File: config.mk
export PLATFORM = sky130hd
export DESIGN_NAME = obi_mux
export DESIGN_NICKNAME = d
export VERILOG_FILES = /design/src/rtl/obi_mux.sv
export SDC_FILE = /design/constraint.sdc
export NUM_CORES = 1
export LEC_CHECK = 0
export ABC_AREA = 1
export CAP_MARGIN = 40
export CORE_AREA = 2 2 80 82
export CTS_BUF_LIST = sky130_fd_sc_hd__clkbuf_8
export DETAILED_ROUTE_END_ITERATION = 8
export DIE_AREA = 0 0 82 84
export PLACE_DENSITY = 0.82
export SYNTH_ARGS = -nofsm -noshare
export SYNTH_HDL_FRONTEND = slang
export SYNTH_SLANG_ARGS = --single-unit
File: constraint.sdc
create_clock -name clk_i -period 3.4 [get_ports clk_i]
set_input_delay 0.51 -clock clk_i [delete_from_list [all_inputs] [get_ports clk_i]]
set_output_delay 0.51 -clock clk_i [all_outputs]
set_load 0.02 [all_outputs]
File: src/rtl/obi_mux.sv
// N-to-1 OBI multiplexer: arbitrates manager requests onto one target and routes responses back in issue order.
// Define OBI_MUX_FIXED_PRIO_EN for fixed priority (lowest index wins); default is round-robin.
// Packed channel layouts: request = {req, a, rready}, response = {gnt, rvalid, r}.
module obi_mux #(
   parameter int unsigned NumSlvPorts = 32'd2,
   parameter int unsigned NumMaxTrans = 32'd2,
   parameter int unsigned AWidth      = 32'd32,
   parameter int unsigned RWidth      = 32'd32,
   parameter bit          UseRReady   = 1'b0,
   parameter bit          Integrity   = 1'b0,
   parameter int unsigned IdxWidth    = (NumSlvPorts > 32'd1) ? $clog2(NumSlvPorts) : 32'd1,
   localparam int unsigned ReqWidth   = AWidth + 32'd2,
   localparam int unsigned RspWidth   = RWidth + 32'd2
) (
   input  logic                                 clk_i,
   input  logic                                 rst_i,
   input  logic [NumSlvPorts-1:0][ReqWidth-1:0] slv_ports_req_i,
   output logic [NumSlvPorts-1:0][RspWidth-1:0] slv_ports_rsp_o,
   output logic [ReqWidth-1:0]                  mst_port_req_o,
   input  logic [RspWidth-1:0]                  mst_port_rsp_i
);

   localparam int unsigned PtrWidth = (NumMaxTrans > 32'd1) ? $clog2(NumMaxTrans) : 32'd1;
   localparam int unsigned CntWidth = $clog2(NumMaxTrans + 32'd1);

   if (Integrity) begin : gen_integrity_check
      $fatal(1, "obi_mux: integrity signals are not supported");
   end
   if (NumSlvPorts < 32'd2) begin : gen_ports_check
      $fatal(1, "obi_mux: NumSlvPorts must be at least 2");
   end
   if (NumMaxTrans < 32'd1) begin : gen_trans_check
      $fatal(1, "obi_mux: NumMaxTrans must be at least 1");
   end

   logic [NumSlvPorts-1:0]             slv_req;
   logic [NumSlvPorts-1:0]             slv_rready;
   logic [NumSlvPorts-1:0][AWidth-1:0] slv_a;
   logic [NumSlvPorts-1:0]             slv_gnt;
   logic [NumSlvPorts-1:0]             slv_rvalid;

   logic              mst_gnt;
   logic              mst_rvalid;
   logic [RWidth-1:0] mst_r;
   logic              mst_req;
   logic [AWidth-1:0] mst_a;
   logic              mst_rready;

   logic [IdxWidth-1:0] arb_idx;
   logic                arb_valid;
   logic [IdxWidth-1:0] sel_idx;
   logic                sel_valid;
   logic                handshake;

   logic                lock_q;
   logic [IdxWidth-1:0] lock_idx_q;

   logic [IdxWidth-1:0] fifo_mem [NumMaxTrans];
   logic [PtrWidth-1:0] wr_ptr_q;
   logic [PtrWidth-1:0] rd_ptr_q;
   logic [PtrWidth-1:0] wr_ptr_next;
   logic [PtrWidth-1:0] rd_ptr_next;
   logic [CntWidth-1:0] count_q;
   logic                fifo_empty;
   logic                fifo_full;
   logic [IdxWidth-1:0] head_idx;
   logic                rready_eff;
   logic                push;
   logic                pop;

   for (genvar i = 0; i < NumSlvPorts; i++) begin : gen_unpack
      assign slv_req[i]    = slv_ports_req_i[i][ReqWidth-1];
      assign slv_a[i]      = slv_ports_req_i[i][AWidth:1];
      assign slv_rready[i] = slv_ports_req_i[i][0];
   end

   assign mst_gnt    = mst_port_rsp_i[RspWidth-1];
   assign mst_rvalid = mst_port_rsp_i[RspWidth-2];
   assign mst_r      = mst_port_rsp_i[RWidth-1:0];

`ifdef OBI_MUX_FIXED_PRIO_EN
   // Scan from the top down so the lowest requesting index is written last and wins.
   always_comb begin
      arb_idx   = '0;
      arb_valid = 1'b0;
      for (int i = int'(NumSlvPorts) - 1; i >= 0; i--) begin
         if (slv_req[i]) begin
            arb_idx   = IdxWidth'(i);
            arb_valid = 1'b1;
         end
      end
   end
`else
   logic [IdxWidth-1:0] rr_q;

   // Candidates are visited from lowest to highest priority, so the last hit is the winner.
   always_comb begin
      int cand;
      cand      = 0;
      arb_idx   = '0;
      arb_valid = 1'b0;
      for (int i = int'(NumSlvPorts) - 1; i >= 0; i--) begin
         cand = int'(rr_q) + i;
         if (cand >= int'(NumSlvPorts)) begin
            cand = cand - int'(NumSlvPorts);
         end
         if (slv_req[cand]) begin
            arb_idx   = IdxWidth'(cand);
            arb_valid = 1'b1;
         end
      end
   end

   always_ff @(posedge clk_i or posedge rst_i) begin
      if (rst_i) begin
         rr_q <= '0;
      end else if (handshake) begin
         rr_q <= (sel_idx == IdxWidth'(NumSlvPorts - 32'd1)) ? '0 : sel_idx + 1'b1;
      end
   end
`endif

   // A request stalled by the target keeps its port selected until it is granted.
   always_comb begin
      if (lock_q) begin
         sel_idx   = lock_idx_q;
         sel_valid = slv_req[lock_idx_q];
      end else begin
         sel_idx   = arb_idx;
         sel_valid = arb_valid;
      end
   end

   assign mst_req   = sel_valid && !fifo_full && !rst_i;
   assign mst_a     = sel_valid ? slv_a[sel_idx] : '0;
   assign handshake = mst_req && mst_gnt;

   always_ff @(posedge clk_i or posedge rst_i) begin
      if (rst_i) begin
         lock_q     <= 1'b0;
         lock_idx_q <= '0;
      end else if (mst_req && !mst_gnt) begin
         lock_q     <= 1'b1;
         lock_idx_q <= sel_idx;
      end else if (handshake) begin
         lock_q     <= 1'b0;
      end
   end

   assign fifo_empty  = (count_q == '0);
   assign fifo_full   = (count_q == CntWidth'(NumMaxTrans));
   assign head_idx    = fifo_mem[rd_ptr_q];
   assign wr_ptr_next = (wr_ptr_q == PtrWidth'(NumMaxTrans - 32'd1)) ? '0 : wr_ptr_q + 1'b1;
   assign rd_ptr_next = (rd_ptr_q == PtrWidth'(NumMaxTrans - 32'd1)) ? '0 : rd_ptr_q + 1'b1;
   assign rready_eff  = UseRReady ? slv_rready[head_idx] : 1'b1;
   assign push        = handshake;
   assign pop         = mst_rvalid && !fifo_empty && rready_eff;

   // Routing storage needs no reset: entries are only read while count_q says they are valid.
   always_ff @(posedge clk_i) begin
      if (push) begin
         fifo_mem[wr_ptr_q] <= sel_idx;
      end
   end

   always_ff @(posedge clk_i or posedge rst_i) begin
      if (rst_i) begin
         wr_ptr_q <= '0;
         rd_ptr_q <= '0;
         count_q  <= '0;
      end else begin
         if (push) begin
            wr_ptr_q <= wr_ptr_next;
         end
         if (pop) begin
            rd_ptr_q <= rd_ptr_next;
         end
         if (push && !pop) begin
            count_q <= count_q + 1'b1;
         end else if (pop && !push) begin
            count_q <= count_q - 1'b1;
         end
      end
   end

   assign mst_rready = UseRReady ? (!fifo_empty && slv_rready[head_idx]) : 1'b1;

   for (genvar i = 0; i < NumSlvPorts; i++) begin : gen_rsp
      assign slv_gnt[i]         = handshake && (sel_idx == IdxWidth'(i));
      assign slv_rvalid[i]      = mst_rvalid && !fifo_empty && !rst_i && (head_idx == IdxWidth'(i));
      assign slv_ports_rsp_o[i] = {slv_gnt[i], slv_rvalid[i], mst_r};
   end

   assign mst_port_req_o = {mst_req, mst_a, mst_rready};

   // A response with nothing outstanding cannot be routed and is dropped.
   assert property (@(posedge clk_i) disable iff (rst_i) !(mst_rvalid && fifo_empty))
      else $warning("obi_mux: response with no outstanding transaction ignored");

endmodule
==> metrics.md, run 1 <==
| Metric | Value |
|---|---|
| Worst setup startpoint | slv_ports_req_i[67] |
| Max Cap Violations | 0 |
| Number of global-route vias before repair | 1406 |
| CTS buffer count | 3 |
| Worst relative slew slack | 65.1% |
| Area growth syn-to-layout | 44.0% |
| WP data required | 2.89 ns |
| Psw | 741 uW |
| Pint | 757 uW |
| Clock Latency Late Sink | 0.23 ns |
| CTS root buf | clkbuf_8 |
| Core area | 0.00610 mm^2 |
| Syn nets | 338 |
| Antenna diode count | 0 |
| Die Wd | 82 um |
| Skew final | 0.00178 ns |
| DPL Wire Length | 2990 um |
| Number of cell rows | 29 |
| Post-route ant nets | 0 |
| WP data arrival | 2.56 ns |
| Leakage | 0.914 nW |
| Worst hold slack | 0.491 ns |
| DR WL/cell | 11.2 um |
| Clock-pin slew on the worst setup and hold paths | 0.05 ns |
| Crit path capture type | primary output |
| Port Buffers | 106 |
| # DRC | 0 |
| Synth top area cells | buf_4 (35%), nor2_1 (18%), dfrtp_1 (12%) |
| Nets | 376 |
| Vias | 1415 |
| Syn. warnings | 0 |
| Crit start category | input pin |
| Fmax | 0.326 GHz |
| Clock sinks | 9 |
| Post-Syn Area | 0.00148 mm^2 |
| Largest net degree at the start of global routing | 36 |
| DR iter-0 viols | 26 |
| Worst r2r src | lock_q |
| Total I/O pin count | 206 |
| Clock Path Buffers | 2 |
| Final setup vio count | 0 |
| Post-synth top area share | 35.1% |
| Power per cell area | 704 mW/mm^2 |
| Peak VDD IR | 315 uV |
| Final WL | 3890 um |
| Fin. Hold Viols | 0 |
| First-pass GRT wire length | 6290 um |
| # hold bufs at CTS | 0 |
| Tmin final | 3.07 ns |
| Setup repair bufs after CTS | 0 |
| CTS tree | built |
| First drt pass iteration count | 4 |
| CTS-repair resized insts | 0 |
| Sequential Power Share | 13.0% |
| Critical path type | input pin to primary output |
| Synth Instances | 233 |
| Share of layout cells above drive strength 1 | 5.56% |
| Hold crit path type | flop to flop |
| Syn Area/Cell | 6.34 um^2 |
| Clock Power Share | 8.0% |
| Yosys cell types | 25 |
| Fin crit share | 90.2% |
| Least-Margin Pin Slew | 0.518 ns |
| Final Wtd Congestion | 0.679 |
| Final slew viol count | 0 |
| GRT Util Overall | 10.9% |
| Die Span Y | 84 um |
| Initial antenna violation count | 0 |
| Critical path peak fanout | 20 |
| H-tree depth | 1 |
| Drt via density | 4.08 |
| Seq/Total Area, Yosys | 15.9% |
| Initial Util | 24.2% |
| Die Footprint | 0.00689 mm^2 |
| Outcome | complete, no violations |
| Switch share | 49.5% |
| Seq cells post-synth | 9 |
| GR Overflow Total | 0 |
| Worst Hold Launch | wr_ptr_q |
| Setup_tns | 0 ns |
| Gate power share | 78.9% |
| Yosys top cell by area | buf_4 |
| RSZ-0062 raised after global routing | false |
==> registers in the layout, summed over array words and instances, names as in the netlist <==
register,count
count_q,2
wr_ptr_q,1
lock_idx_q,1
rd_ptr_q,1
rr_q,1
fifo_mem,2
lock_q,1
==> worst max-delay path: stages <==
cell	delay, ns
clkdlybuf4s50_1	0.51
inv_2	0.04
nor2_1	0.07
nand2_1	0.09
nand2_4	0.21
buf_4	0.28
o21ai_1	0.08
nor2_1	0.12
clkdlybuf4s50_1	0.63
==> metal layers <==
layer	vias to the layer above	GRT usage [%]	routed length, um
met3	2	3.03	346
met2	80	20.7	1980
met5	-	0	0
met4	0	1.67	6
li1	731	-	-
met1	602	11.8	1560
==> placed cells by master (no fill, tap or decap), drive strengths merged, types with 2 or more instances in the layout <==
| cell | count |
|---|---|
| o21ai | 35 |
| nand3 | 4 |
| xnor2 | 2 |
| dfrtp | 7 |
| nor2 | 69 |
| buf | 2 |
| clkdlybuf4s50 | 106 |
| nand2 | 17 |
| clkbuf | 3 |
| edfxtp | 2 |
| inv | 15 |
| a21oi | 2 |
==> final cells by class <==
type / instances / area (um^2)
multi-input cells: 135 / 621
inverters: 14 / 55.1
well taps: 77 / 96.3
flip-flops and latches: 9 / 235
clock inverters: 1 / 3.75
clock buffers: 3 / 41.3
repair buffers: 108 / 1080
fillers: 646 / 3970
==> synth_stat cells (all sizes together) <==
master,number
edfxtp,2
nor2,69
xor2,1
inv,14
nand4,1
nand2,17
nor3b,1
o21ai,35
nand3,4
buf,75
a21oi,2
dfrtp,7
nor3,1
ha,1
xnor2,2
conb,1
==> power by group through the flow <==
stage	sequential [mW]	combinational (mW)	clock, mW
after floorplan	0.187	0.845	0
after global placement	0.193	1.17	0
after detailed placement	0.196	1.19	0
after CTS	0.195	1.19	0.124
after global routing	0.199	1.29	0.130
final	0.195	1.18	0.121
==> stage by stage <==
stage                     util [%]  worst slack (ns)  power, mW  instance area (um^2)  std cells
final                         34.9             0.334       1.50                  2130        347
after floorplan                  -              1.57       1.03                  1480        233
after global routing          34.9             0.187       1.62                  2130        347
after detailed placement      34.2             0.316       1.39                  2080        343
after CTS                     34.9             0.319       1.51                  2130        347
after global placement        34.2             0.338       1.36                  2080        343
==> kinds of logic (layout without fill, tap and decap cells) <==
kind of cell               after synthesis  after routing  synth area share [%]
AOI/OAI and AO/OA                       37             37                  12.8
and+or+nand+nor                         93             93                  26.3
xor gates and xnor gates                 3              3                  1.78
buffers and inverters                   89            126                  42.1
DFF                                      9              9                  15.9
other                                    1              1                 0.254
adders and majority gates                1              1                 0.847
==> worst paths after layout <==
| path | endpoint | slack, ns | cells after the start |
|---|---|---|---|
| min | wr_ptr_q | 0.49 | 2 |
| min in group asynchronous | wr_ptr_q | 0.64 | 3 |
| max in group asynchronous | lock_idx_q | 2.63 | 3 |
| max | mst_port_req_o[23] | 0.33 | 9 |
| min reg2reg | wr_ptr_q | 0.49 | 2 |
| max reg2reg | count_q[1] | 1.44 | 9 |
No activity file was read; power rests on OpenSTA's default activity.
==> run 2: changes to the inputs <==
TNS_END_PERCENT = 20   (was default)
==> results of run 2 <==
The final DEF is identical to that of run 1; final timing and power are the same.
==> run 3: changes to the inputs <==
ABC_CLOCK_PERIOD_IN_PS = 3900   (was default)
clock period = 3.9 ns   (was 3.4 ns; I/O delays follow)
==> run 3 against run 2 <==
  * First-iteration DRC count rose by 58%
  * Critical path type unchanged
  * Register-to-register slack improved by 0.53 ns
  * Critical path depth did not move
  * Sequential share of layout area barely moved
  * Routed wire length rose by 0.15%
  * Critical endpoint is now mst_port_req_o[8]
  * Largest power group unchanged
  * Setup slack improved by 0.30 ns
  * Final area fell by 0.35%
  * Clock-buffer cell count did not move
  * Cell count fell by 0.29%
==> metrics.md, run 3 (same netlist as run 1, synthesis figures left out) <==
| Metric | Value |
|---|---|
| Nets | 375 |
| First drt pass iteration count | 4 |
| Post-route insts no fill | 346 |
| Multi-input combinational cell area | 621 um^2 |
| WP data arrival | 2.68 ns |
| Drt via density | 4.18 |
| Clock Path Buffers | 2 |
| R2R depth | 9 |
| CTS buffer count | 3 |
| Area growth syn-to-layout | 43.5% |
| Initial Util | 24.2% |
| Worst Hold Launch | wr_ptr_q |
| Worst hold slack | 0.470 ns |
| # hold bufs at CTS | 0 |
| Total I/O pin count | 206 |
| Met1 Wirelength | 1510 um |
| Crit path capture type | primary output |
| Fin. Hold Viols | 0 |
| CTS-repair resized insts | 0 |
| Clock Power Share | 8.3% |
| CTS tree | built |
| GR Overflow Total | 0 |
| Antenna diode count | 0 |
| WHS Endpoint | wr_ptr_q |
| Skew final | 0.00702 ns |
| Power per cell area | 619 mW/mm^2 |
| Pre-CTS setup slack | 0.653 ns |
| Setup repair bufs after CTS | 0 |
| FF-to-FF setup slack | 1.97 ns |
| Final slew viol count | 0 |
| Max incr delay on CP | 0.63 ns |
| CTS root buf | clkbuf_8 |
| GRT Util Overall | 11.3% |
| Pint | 660 uW |
| Final core utilization | 34.8% |
| Biggest regs | count_q (2), fifo_mem (2) |
| Final WL | 3900 um |
| Crit start category | input pin |
| Outcome | complete, no violations |
| Peak VDD IR | 275 uV |
| Met3 wire length | 373 um |
| Most common cell after layout, fill and taps aside | clkdlybuf4s50_1 |
| RSZ-0062 raised after global routing | false |
| # DRC | 0 |
| Top layer reached by signal wires | met4 |
| Clock-pin slew on the worst setup and hold paths | 0.04 ns |
| DR WL/cell | 11.3 um |
| Worst relative slew slack | 62.3% |
| Share of layout cells above drive strength 1 | 5.20% |
| Slowest CP cell | clkdlybuf4s50_1 |
| Worst r2r src | lock_q |
| Vias | 1446 |
| Reg2Reg Capture Point | count_q[1] |
| Leakage | 0.910 nW |
| Fin crit share | 83.8% |
| Final Total Pwr | 1.31 mW |
| Critical path, cell by cell | clkdlybuf4s50_1 > inv_2 > nor2_1 > nand2_1 > nand2_4 > buf_4 > o21ai_1 > nor2_1 > clkdlybuf4s50_1 |
| Slack of the critical path | 0.631 ns |
| Routed met2 length | 1890 um |
| Cell area after layout | 0.00212 mm^2 |
| Fmax | 0.306 GHz |
| Final setup vio count | 0 |
| Most frequent cells in the layout | clkdlybuf4s50_1 (106), nor2_1 (69), o21ai_1 (29) |
| Post-route ant nets | 0 |
| Setup_tns | 0 ns |
| Clock Latency Late Sink | 0.24 ns |
| Hold crit path type | flop to flop |
| Number of global-route vias before repair | 1476 |
| Switch share | 49.8% |
| DPL Wire Length | 3000 um |
| Critical path peak fanout | 19 |
| DP Cell Count | 342 |
| Initial antenna violation count | 0 |
| WP data required | 3.31 ns |
| Die Wd | 82 um |
| First-pass GRT wire length | 6310 um |
| H-tree depth | 1 |
| Number of cell rows | 29 |
| Critical path type | input pin to primary output |
| Placed cell area | 0.00208 mm^2 |
| DR iter-0 viols | 41 |
| Fillers | 657 |
| Die Span Y | 84 um |
| Least-Margin Pin Slew | 0.560 ns |
| Core area | 0.00610 mm^2 |
| Final Wtd Congestion | 0.712 |
| Port Buffers | 106 |
| Clock sinks | 9 |
| Die Footprint | 0.00689 mm^2 |
| Max Cap Violations | 0 |
| Tmin final | 3.27 ns |
| Min-Delay Path Depth | 2 |
| Gate power share | 78.7% |
| Sequential Power Share | 13.0% |
| Largest net degree at the start of global routing | 36 |
| FF+latch area | 235 um^2 |
| Psw | 654 uW |
[run 3: cell count changes in the layout (fill, tap and decap cells not counted), sizes merged]
cell / change
buf: -1
[run 3: area by class of cell]
class,instances,area share [%]
flip-flops and latches,9,11.1
clock inverters,1,0.177
repair buffers,107,50.4
clock buffers,3,1.95
inverters,14,2.60
multi-input cells,135,29.3
well taps,77,4.54
[run 3: worst max-delay path by stage]
stage | start | endpoint | slack [ns] | cells past startpoint
CTS | slv_ports_req_i[67] | mst_port_req_o[8] | 0.61 | 9
floorplan | rst_i | slv_ports_rsp_o[67] | 1.92 | 5
global placement | slv_ports_req_i[67] | mst_port_req_o[8] | 0.65 | 9
detailed placement | slv_ports_req_i[67] | mst_port_req_o[8] | 0.65 | 9
finish | slv_ports_req_i[67] | mst_port_req_o[8] | 0.63 | 9
global route | slv_ports_req_i[67] | mst_port_req_o[8] | 0.51 | 9
[run 3: worst max-delay path: cells and delay by family]
kind | cells | cell delay (ns)
buffers and inverters | 4 | 1.46
AND/OR/NAND/NOR | 4 | 0.55
AO/OA/AOI/OAI | 1 | 0.08
[run 3: per-layer routing]
layer  GRT usage (%)  vias up
met5               0        -
met4            5.61        0
met3            3.57       13
met2            20.3       87
met1            11.4      617
li1                -      729
[run 3: power groups by stage]
stage	Combinational (mW)	Clock (mW)	Sequential, mW
floorplan	0.737	0	0.163
global placement	1.02	0	0.168
detailed placement	1.04	0	0.171
CTS	1.05	0.113	0.170
global route	1.13	0.117	0.176
finish	1.03	0.109	0.170
